<file path="src/rtl/program_loader.sv">
// Boot-time instruction loader. Receives a length-prefixed byte image, packs little-endian
// 32-bit words into instruction memory, checks an XOR checksum, and holds the core in reset
// until a complete, checksum-clean image is in place.
module program_loader #(
  parameter int unsigned MaxWords = 1024
) (
  input  logic        clk_i,
  input  logic        rst_i,
  input  logic [7:0]  rx_data_i,
  input  logic        rx_valid_i,
  output logic        rx_ready_o,
  input  logic        start_i,
  output logic        im_wr_o,
  output logic [31:0] im_addr_o,
  output logic [31:0] im_data_o,
  output logic        cpu_rst_o,
  output logic        done_o,
  output logic        err_o,
  output logic [15:0] word_count_o
);

  localparam logic [15:0] MaxLen = 16'(MaxWords);

  typedef enum logic [2:0] {StLenLo, StLenHi, StData, StCsum, StDone, StError} state_e;

  state_e      state_q, state_d;
  logic [7:0]  len_lo_q, len_lo_d;
  logic [15:0] word_count_q, word_count_d;
  logic [15:0] word_idx_q, word_idx_d;
  logic [1:0]  byte_idx_q, byte_idx_d;
  logic [23:0] asm_q, asm_d;       // bytes 0..2 of the word in flight; byte 3 comes off the wire
  logic [7:0]  csum_q, csum_d;
  logic        im_wr_q, im_wr_d;
  logic [31:0] im_addr_q, im_addr_d;
  logic [31:0] im_data_q, im_data_d;
  logic        cpu_rst_q, cpu_rst_d;
  logic        done_q, done_d;
  logic        err_q, err_d;

  logic        rx_ready;
  logic        accept;
  logic [15:0] len_full;
  logic        last_word;

  assign accept    = rx_valid_i && rx_ready;
  assign len_full  = {rx_data_i, len_lo_q};
  assign last_word = (word_idx_q + 16'd1) == word_count_q;

  // State register
  always_ff @(posedge clk_i or posedge rst_i) begin
    if (rst_i) begin
      state_q <= StLenLo;
    end else begin
      state_q <= state_d;
    end
  end

  // Next-state logic
  always_comb begin
    state_d = state_q;
    unique case (state_q)
      StLenLo: if (accept) state_d = StLenHi;
      StLenHi: begin
        if (accept) begin
          if (len_full > MaxLen)   state_d = StError;
          else if (len_full == '0) state_d = StCsum;
          else                     state_d = StData;
        end
      end
      StData:  if (accept && byte_idx_q == 2'd3 && last_word) state_d = StCsum;
      StCsum:  if (accept) state_d = (rx_data_i == csum_q) ? StDone : StError;
      StDone, StError: if (start_i) state_d = StLenLo;
      default: state_d = StLenLo;
    endcase
  end

  // FSM outputs: bytes are only taken while an image is being received
  always_comb begin
    rx_ready = 1'b0;
    unique case (state_q)
      StLenLo, StLenHi, StData, StCsum: rx_ready = 1'b1;
      default:                          rx_ready = 1'b0;
    endcase
  end

  // Datapath next-state: header capture, word assembly, checksum and status flags
  always_comb begin
    len_lo_d     = len_lo_q;
    word_count_d = word_count_q;
    word_idx_d   = word_idx_q;
    byte_idx_d   = byte_idx_q;
    asm_d        = asm_q;
    csum_d       = csum_q;
    im_wr_d      = 1'b0;
    im_addr_d    = im_addr_q;
    im_data_d    = im_data_q;
    cpu_rst_d    = cpu_rst_q;
    done_d       = done_q;
    err_d        = err_q;
    unique case (state_q)
      StLenLo: if (accept) len_lo_d = rx_data_i;
      StLenHi: begin
        if (accept) begin
          word_count_d = len_full;
          if (len_full > MaxLen) err_d = 1'b1;
        end
      end
      StData: begin
        if (accept) begin
          csum_d     = csum_q ^ rx_data_i;
          byte_idx_d = byte_idx_q + 2'd1;
          unique case (byte_idx_q)
            2'd0: asm_d[7:0]   = rx_data_i;
            2'd1: asm_d[15:8]  = rx_data_i;
            2'd2: asm_d[23:16] = rx_data_i;
            2'd3: begin
              im_data_d  = {rx_data_i, asm_q};
              im_addr_d  = {14'd0, word_idx_q, 2'b00};
              im_wr_d    = 1'b1;
              word_idx_d = word_idx_q + 16'd1;
            end
            default: ;
          endcase
        end
      end
      StCsum: begin
        if (accept) begin
          if (rx_data_i == csum_q) begin
            cpu_rst_d = 1'b0;
            done_d    = 1'b1;
          end else begin
            err_d = 1'b1;
          end
        end
      end
      StDone, StError: begin
        if (start_i) begin
          word_idx_d = '0;
          byte_idx_d = '0;
          asm_d      = '0;
          csum_d     = '0;
          done_d     = 1'b0;
          err_d      = 1'b0;
          cpu_rst_d  = 1'b1;
        end
      end
      default: ;
    endcase
  end

  // Datapath registers
  always_ff @(posedge clk_i or posedge rst_i) begin
    if (rst_i) begin
      len_lo_q     <= '0;
      word_count_q <= '0;
      word_idx_q   <= '0;
      byte_idx_q   <= '0;
      asm_q        <= '0;
      csum_q       <= '0;
      im_wr_q      <= 1'b0;
      im_addr_q    <= '0;
      im_data_q    <= '0;
      cpu_rst_q    <= 1'b1;
      done_q       <= 1'b0;
      err_q        <= 1'b0;
    end else begin
      len_lo_q     <= len_lo_d;
      word_count_q <= word_count_d;
      word_idx_q   <= word_idx_d;
      byte_idx_q   <= byte_idx_d;
      asm_q        <= asm_d;
      csum_q       <= csum_d;
      im_wr_q      <= im_wr_d;
      im_addr_q    <= im_addr_d;
      im_data_q    <= im_data_d;
      cpu_rst_q    <= cpu_rst_d;
      done_q       <= done_d;
      err_q        <= err_d;
    end
  end

  assign rx_ready_o   = rx_ready;
  assign im_wr_o      = im_wr_q;
  assign im_addr_o    = im_addr_q;
  assign im_data_o    = im_data_q;
  assign cpu_rst_o    = cpu_rst_q;
  assign done_o       = done_q;
  assign err_o        = err_q;
  assign word_count_o = word_count_q;

endmodule
</file>
<file path="config.mk">
export PLATFORM = sky130hd
export DESIGN_NAME = program_loader
export DESIGN_NICKNAME = d
export VERILOG_FILES = /design/src/rtl/program_loader.sv
export SDC_FILE = /design/constraint.sdc
export NUM_CORES = 1
export LEC_CHECK = 0
export ABC_AREA = 1
export BUFFER_PORTS_ARGS = -buffer_cell sky130_fd_sc_hd__buf_2
export CORE_UTILIZATION = 44
export DETAILED_ROUTE_END_ITERATION = 16
export GPL_ROUTABILITY_DRIVEN = 0
export GPL_TIMING_DRIVEN = 0
export PLACE_DENSITY = 0.61
export SYNTH_ARGS = -nofsm -noshare
export SYNTH_HDL_FRONTEND = slang
export SYNTH_SLANG_ARGS = --single-unit
</file>
<file path="constraint.sdc">
create_clock -name clk_i -period 5.35 [get_ports clk_i]
set_clock_uncertainty 0.1 [all_clocks]
set_input_delay 0 -clock clk_i [delete_from_list [all_inputs] [get_ports clk_i]]
set_output_delay 0 -clock clk_i [all_outputs]
set_load 0.02 [all_outputs]
</file>
# After elaboration in Yosys (flattened, before gate mapping)
# Cells that the tools add are included.
[op_classes]
n_bitwise = 1
n_reduce_logical = 22
muxes = 42
n_lt_le_gt_ge = 1
n_addsub = 2
n_eq_ne = 23
[ops]
columns = ["cell", "count"]
rows = [
  ["16-bit 2-to-1 mux", 3],
  ["24-bit 2-to-1 mux", 2],
  ["24-bit case mux with 2 select lines", 1],
  ["8-bit 2-to-1 mux", 5],
  ["16-bit case mux with 2 select lines", 1],
  ["2-bit inequality test (second input constant)", 10],
  ["4-bit AND reduction", 5],
  ["3-bit 2-to-1 mux", 6],
  ["16-bit by 1-bit adder with 16-bit output (second input constant)", 1],
  ["16-bit == test", 1],
  ["16-bit by 11-bit greater-than comparator with 1-bit output (second input constant)", 1],
  ["16-bit zero test", 1],
  ["1-bit 2-to-1 mux", 16],
  ["8-bit case mux with 2 select lines", 1],
  ["3-bit case mux with 5 select lines", 1],
  ["8-bit == test", 1],
  ["8-bit XOR", 1],
  ["3-bit by 2-bit == test with 1-bit output (second input constant)", 2],
  ["3-bit == test (second input constant)", 2],
  ["2-bit by 1-bit inequality test with 1-bit output (second input constant)", 3],
  ["3-bit AND reduction", 2],
  ["6-bit AND reduction", 1],
  ["5-bit AND reduction", 1],
  ["2-bit == test (second input constant)", 2],
  ["other kinds (15)", 21],
]
[totals]
input_bits = 12
elab_cells = 106
register_bits = 129
output_inout_bits = 85

# Logic depth before layout (Yosys ltp)
[depth]
word_depth = 8
ltp_mapped = 15
mapped_depth_nobuf = 15

# Least setup slack after synthesis
# OpenSTA, ideal clock, no wires.
[synth_path]
kind = "reg2reg"
from = "register state_q[2]"
to = "register asm_q[0]"
path_stages_with_launch = 10
slack_ns = 3.412
t_required_ns = 5.125
n_path_buf = 1
setup_ns = 0.125
arrival_time_ns = 1.713
synth_period_minus_slack_ns = 1.938
cell_sequence = "dfrtp_1 > inv_4 > nor2_8 > inv_4 > nor2_8 > a21oi_2 > nand2_2 > buf_12 > nor2_8 > mux2_4"
[synth_between]
elab_chain_cells = 6
word_cells_on_any_way = 16
classes_between = "eq/ne (8); mux (2); reduce/logical (6)"
[synth_lines]
columns = ["item", "line_no", "text"]
rows = [
  ["start, declared", "26", "state_e state_q, state_d;"],
  ["start signal, assigned", "52", "state_q <= StLenLo;"],
  ["start signal, assigned", "54", "state_q <= state_d;"],
  ["3-bit by 1-bit == test with 1-bit output, or another cell as far along", "80", "unique case (state_q)"],
  ["4-bit OR reduction (*)", "80", ""],
  ["1-bit 2-to-1 mux (*)", "80", ""],
  ["named net rx_ready_o", "11", "output logic rx_ready_o,"],
  ["1-bit logical AND (*)", "45", "assign accept = rx_valid_i && rx_ready;"],
  ["2-bit inequality test (no line) (*)", "n/a", ""],
  ["4-bit AND reduction (no line) (*)", "n/a", ""],
  ["end signal, assigned", "171", "asm_q <= asm_d;"],
  ["end, declared", "31", "logic [23:0] asm_q, asm_d;"],
]
# Mark *: on every way through the listed nets, which the timed path passes. The rest lies on a longest branch.
# A chain may end at the register's enable or synchronous reset.

# Final worst setup path
[layout_path]
from = "register word_idx_q[0]"
to = "register state_q[0]"
[layout_between]
elab_chain_cells = 5
[layout_lines]
columns = ["item", "line_no", "text"]
rows = [
  ["start, declared", "29", "logic [15:0] word_idx_q, word_idx_d;"],
  ["start signal, assigned", "169", "word_idx_q <= word_idx_d;"],
  ["16-bit by 1-bit adder with 16-bit output", "47", "assign last_word = (word_idx_q + 16'd1) == word_count_q;"],
  ["16-bit == test", "47", ""],
  ["1-bit logical AND", "70", "StData: if (accept && byte_idx_q == 2'd3 && last_word) state_d = StCsum;"],
  ["2-bit inequality test (no line)", "n/a", ""],
  ["5-bit AND reduction (no line)", "n/a", ""],
]
# No other way between the ends.

==> flow_summary_export.csv <==
group,metric,value,unit
setup_path,start_kind,"flop",
sta,min_period,2297,ps
die,rows,42,
placement,placed_area,6883,µm²
route,drt_iter0_markers,319,
grt,grt-ovfl-total,0,
sta,rsz0062_at_grt,"no",
setup_path,path_cells,"ha_1 -> nand2_1 -> nor2_2 -> nand4_1 -> nand2_1 -> nand2_1 -> nand2_1 -> nand2_1 -> nor2_1 -> nand3_1 -> nand2_1 -> nand2_1 -> nand2_1",
synth,synth-edff-count,0,
layout,fillCellCount,1219,
layout,fin_area,7607,µm²
sta,clock.fmax,0.4354,GHz
placement,io_buffers,80,
placement,place_hpwl,10.96,mm
route,wl_per_cell,14.81,µm
route,ant_nets,0,
synth,synthCells,691,
status,status,"completed",
grt,track_usage,22.04,%
synth,ys.flop_type,"dfrtp_1",
clocking,cts_tree,"yes",
layout,instances_no_fill,1004,
die,coreArea,13450,µm²
power_and_ir_drop,powerDensity,638.5,nW/µm²
clocking,cts-root-buf,"clkbuf_16",
grt,grt_pass1_wl,24.16,mm
sta,setup_tns,0,ps
die,start_util,45.89,%
layout,final_cell_mix,"230 x nand2_1, 128 x dfrtp_1, 89 x buf_2",
synth,syn_area,6173,µm²
die,ioPinCount,97,
synth,async_reset_ff_share,100.0,%
grt,grt_max_degree,95,
setup_path,critPathSlowestCell,"dfrtp_1",
sta,final_hold_viol_count,0,
clocking,clock-sinks,129,
job,drv_cap,0,
clocking,cts-resized-gates,0,
setup_path,r2r_setup_slack,3050,ps
die,die_area,14510,µm²
synth,yosysSeqAreaShare,52.31,%
synth,yosysWarningCount,0,
setup_path,r2r_end,"state_q[0]",
setup_path,rr_worst_depth,13,
power_and_ir_drop,leakagePower,3.957,nW
grt,first_global_vias,4788,
layout,final_common_cell,"nand2_1",
die,die_x,120.5,µm
layout,area_growth,23.23,%
placement,dp_cells,963,
route,wl,14.87,mm
clocking,clk_latency,420,ps
route,drc,0,
setup_path,arrival,2550,ps
layout,drive_gt1_share,22.49,%
die,die_h,120.5,µm
power_and_ir_drop,finalPower,4.857,mW
synth,ys_types,39,
synth,synth_area_per_cell,8.934,µm²
route,via_per_inst,4.964,
route,firstDrtPassIters,6,
clocking,clockBufferDepth,2,
clocking,htreeDepth,4,
setup_path,path_class,"flop to flop",
grt,antenna_found_initial,1,
setup_path,worstReg2RegStart,"word_idx_q[0]",
setup_path,path_common_cell,"nand2_1",
sta,slew_viol_final,0,
setup_path,worst_ep_required_time,5600,ps
synth,synth.ff_latch_count,129,
setup_path,critical-path-top-delay-family,"simple AND/OR/NAND/NOR gates",
clocking,cts_made_buffers,17,
sta,hold_ws,17.51,ps
setup_path,critPathBufInv,0,
setup_path,end_kind,"flop",
sta,min_period_over_period,42.93,%
sta,setup_viol,0,
clocking,clkTransAtPathRegs,50,ps
power_and_ir_drop,ir_drop,0.2440,mV
layout,nets,834,
setup_path,critPathMaxStageDelay,440,ps
setup_path,cp_max_fo,9,
route,dr_total_vias,4984,
hold_path,hp-class,"input port to async pin",
-- routing by layer --
layer  global-route usage (%)  up-vias  part of all wire [%]
met1                    29.52     2361                    46
met4                    9.722        0                   1.9
met2                    34.27      150                    46
met5                        0        -                     0
li1                         -     2451                     -
met3                    4.953       22                   5.6
-- stage by stage --
stage                     util [%]  setup WS, ps
after floorplan                  -          1811
after global placement       50.92         396.6
after detailed placement     51.16          3111
after CTS                    56.53          3088
after global routing         56.53          2802
final                        56.55          3053
-- kinds of logic after synthesis --
family	share of synthesized area [%]
buf+inv	7.580
fa+ha+maj	1.013
flops	52.31
xor+xnor	1.784
mux	5.715
compound gates	7.236
other cells	0.06074
simple gates	24.30
-- worst reg2reg max path, stage by stage (launching register included) --
cell and delay, ps:
dfrtp_1 440, ha_1 230, nand2_1 110, nor2_2 350, nand4_1 210, nand2_1 130
nand2_1 50, nand2_1 50, nand2_1 60, nor2_1 110, nand3_1 160, nand2_1 120
nand2_1 70, nand2_1 60
-- what timing repair did --
item                                   4_1_cts  5_1_grt
buffers inserted                             0        0
hold buffers                                11        0
endpoints found under the hold margin      165        0
-- sequential cells by signal (all words and copies together) (netlist names) --
signal and cells:
im_data_o 32, asm_q 24, im_addr_o 16, word_count_o 16
word_idx_q 16, csum_q 8, len_lo_q 8, state_q 3
byte_idx_q 2, cpu_rst_o 1, done_o 1, err_o 1
im_wr_o 1
-- where the power goes --
group,switching (mW),internal [mW]
sequential,0.314,1.39
clock,0.397,0.797
combinational,1.21,0.749
total,1.92,2.94
-- worst max-delay path by stage --
| stage | start | slack [ps] | depth (start not counted) | endpoint |
|---|---|---|---|---|
| 2_1_floorplan | rst_i | 1810 | 1 | asm_q[0] |
| 3_3_place_gp | rst_i | 400 | 2 | im_addr_o[16] |
| 3_5_place_dp | word_idx_q[0] | 3110 | 12 | state_q[0] |
| 4_1_cts | word_idx_q[0] | 3090 | 13 | state_q[0] |
| 5_1_grt | word_idx_q[0] | 2800 | 13 | state_q[0] |
| 6_report | word_idx_q[0] | 3050 | 13 | state_q[0] |
-- cell usage after synthesis, types with 2 or more instances --
cell type | instances | share of area (%)
a21oi_1 | 7 | 0.57
a31oi_1 | 2 | 0.20
buf_2 | 9 | 0.73
buf_4 | 16 | 1.9
buf_6 | 3 | 0.55
clkbuf_1 | 6 | 0.36
dfrtp_1 | 128 | 52
ha_1 | 5 | 1.0
inv_1 | 52 | 3.2
inv_2 | 4 | 0.24
inv_4 | 2 | 0.20
mux2_2 | 10 | 1.8
mux2_4 | 16 | 3.9
nand2_1 | 230 | 14
nand3_1 | 41 | 3.3
nand3b_1 | 3 | 0.36
nand4_1 | 11 | 1.1
nor2_1 | 39 | 2.4
nor2_2 | 5 | 0.51
nor2_8 | 5 | 1.6
nor3_1 | 3 | 0.24
nor4_1 | 4 | 0.41
o21ai_0 | 51 | 4.1
o21ai_1 | 9 | 0.73
o22ai_1 | 8 | 0.81
xor2_1 | 9 | 1.3
-- layout make-up --
cell class              instances  area [µm²]  share of cell area (%)
clock buffers                  24       511.7                   6.727
clock inverters                 5       100.1                   1.316
inverters                      58       227.7                   2.993
flip-flops and latches        129        3229                   42.45
multi-input cells             483        2532                   33.29
repair buffers                 92       538.0                   7.072
well taps                     176       220.2                   2.895
diodes                          1       2.502                 0.03289
plain buffers                  36       245.2                   3.224
Power figures use the tool's default switching activity.
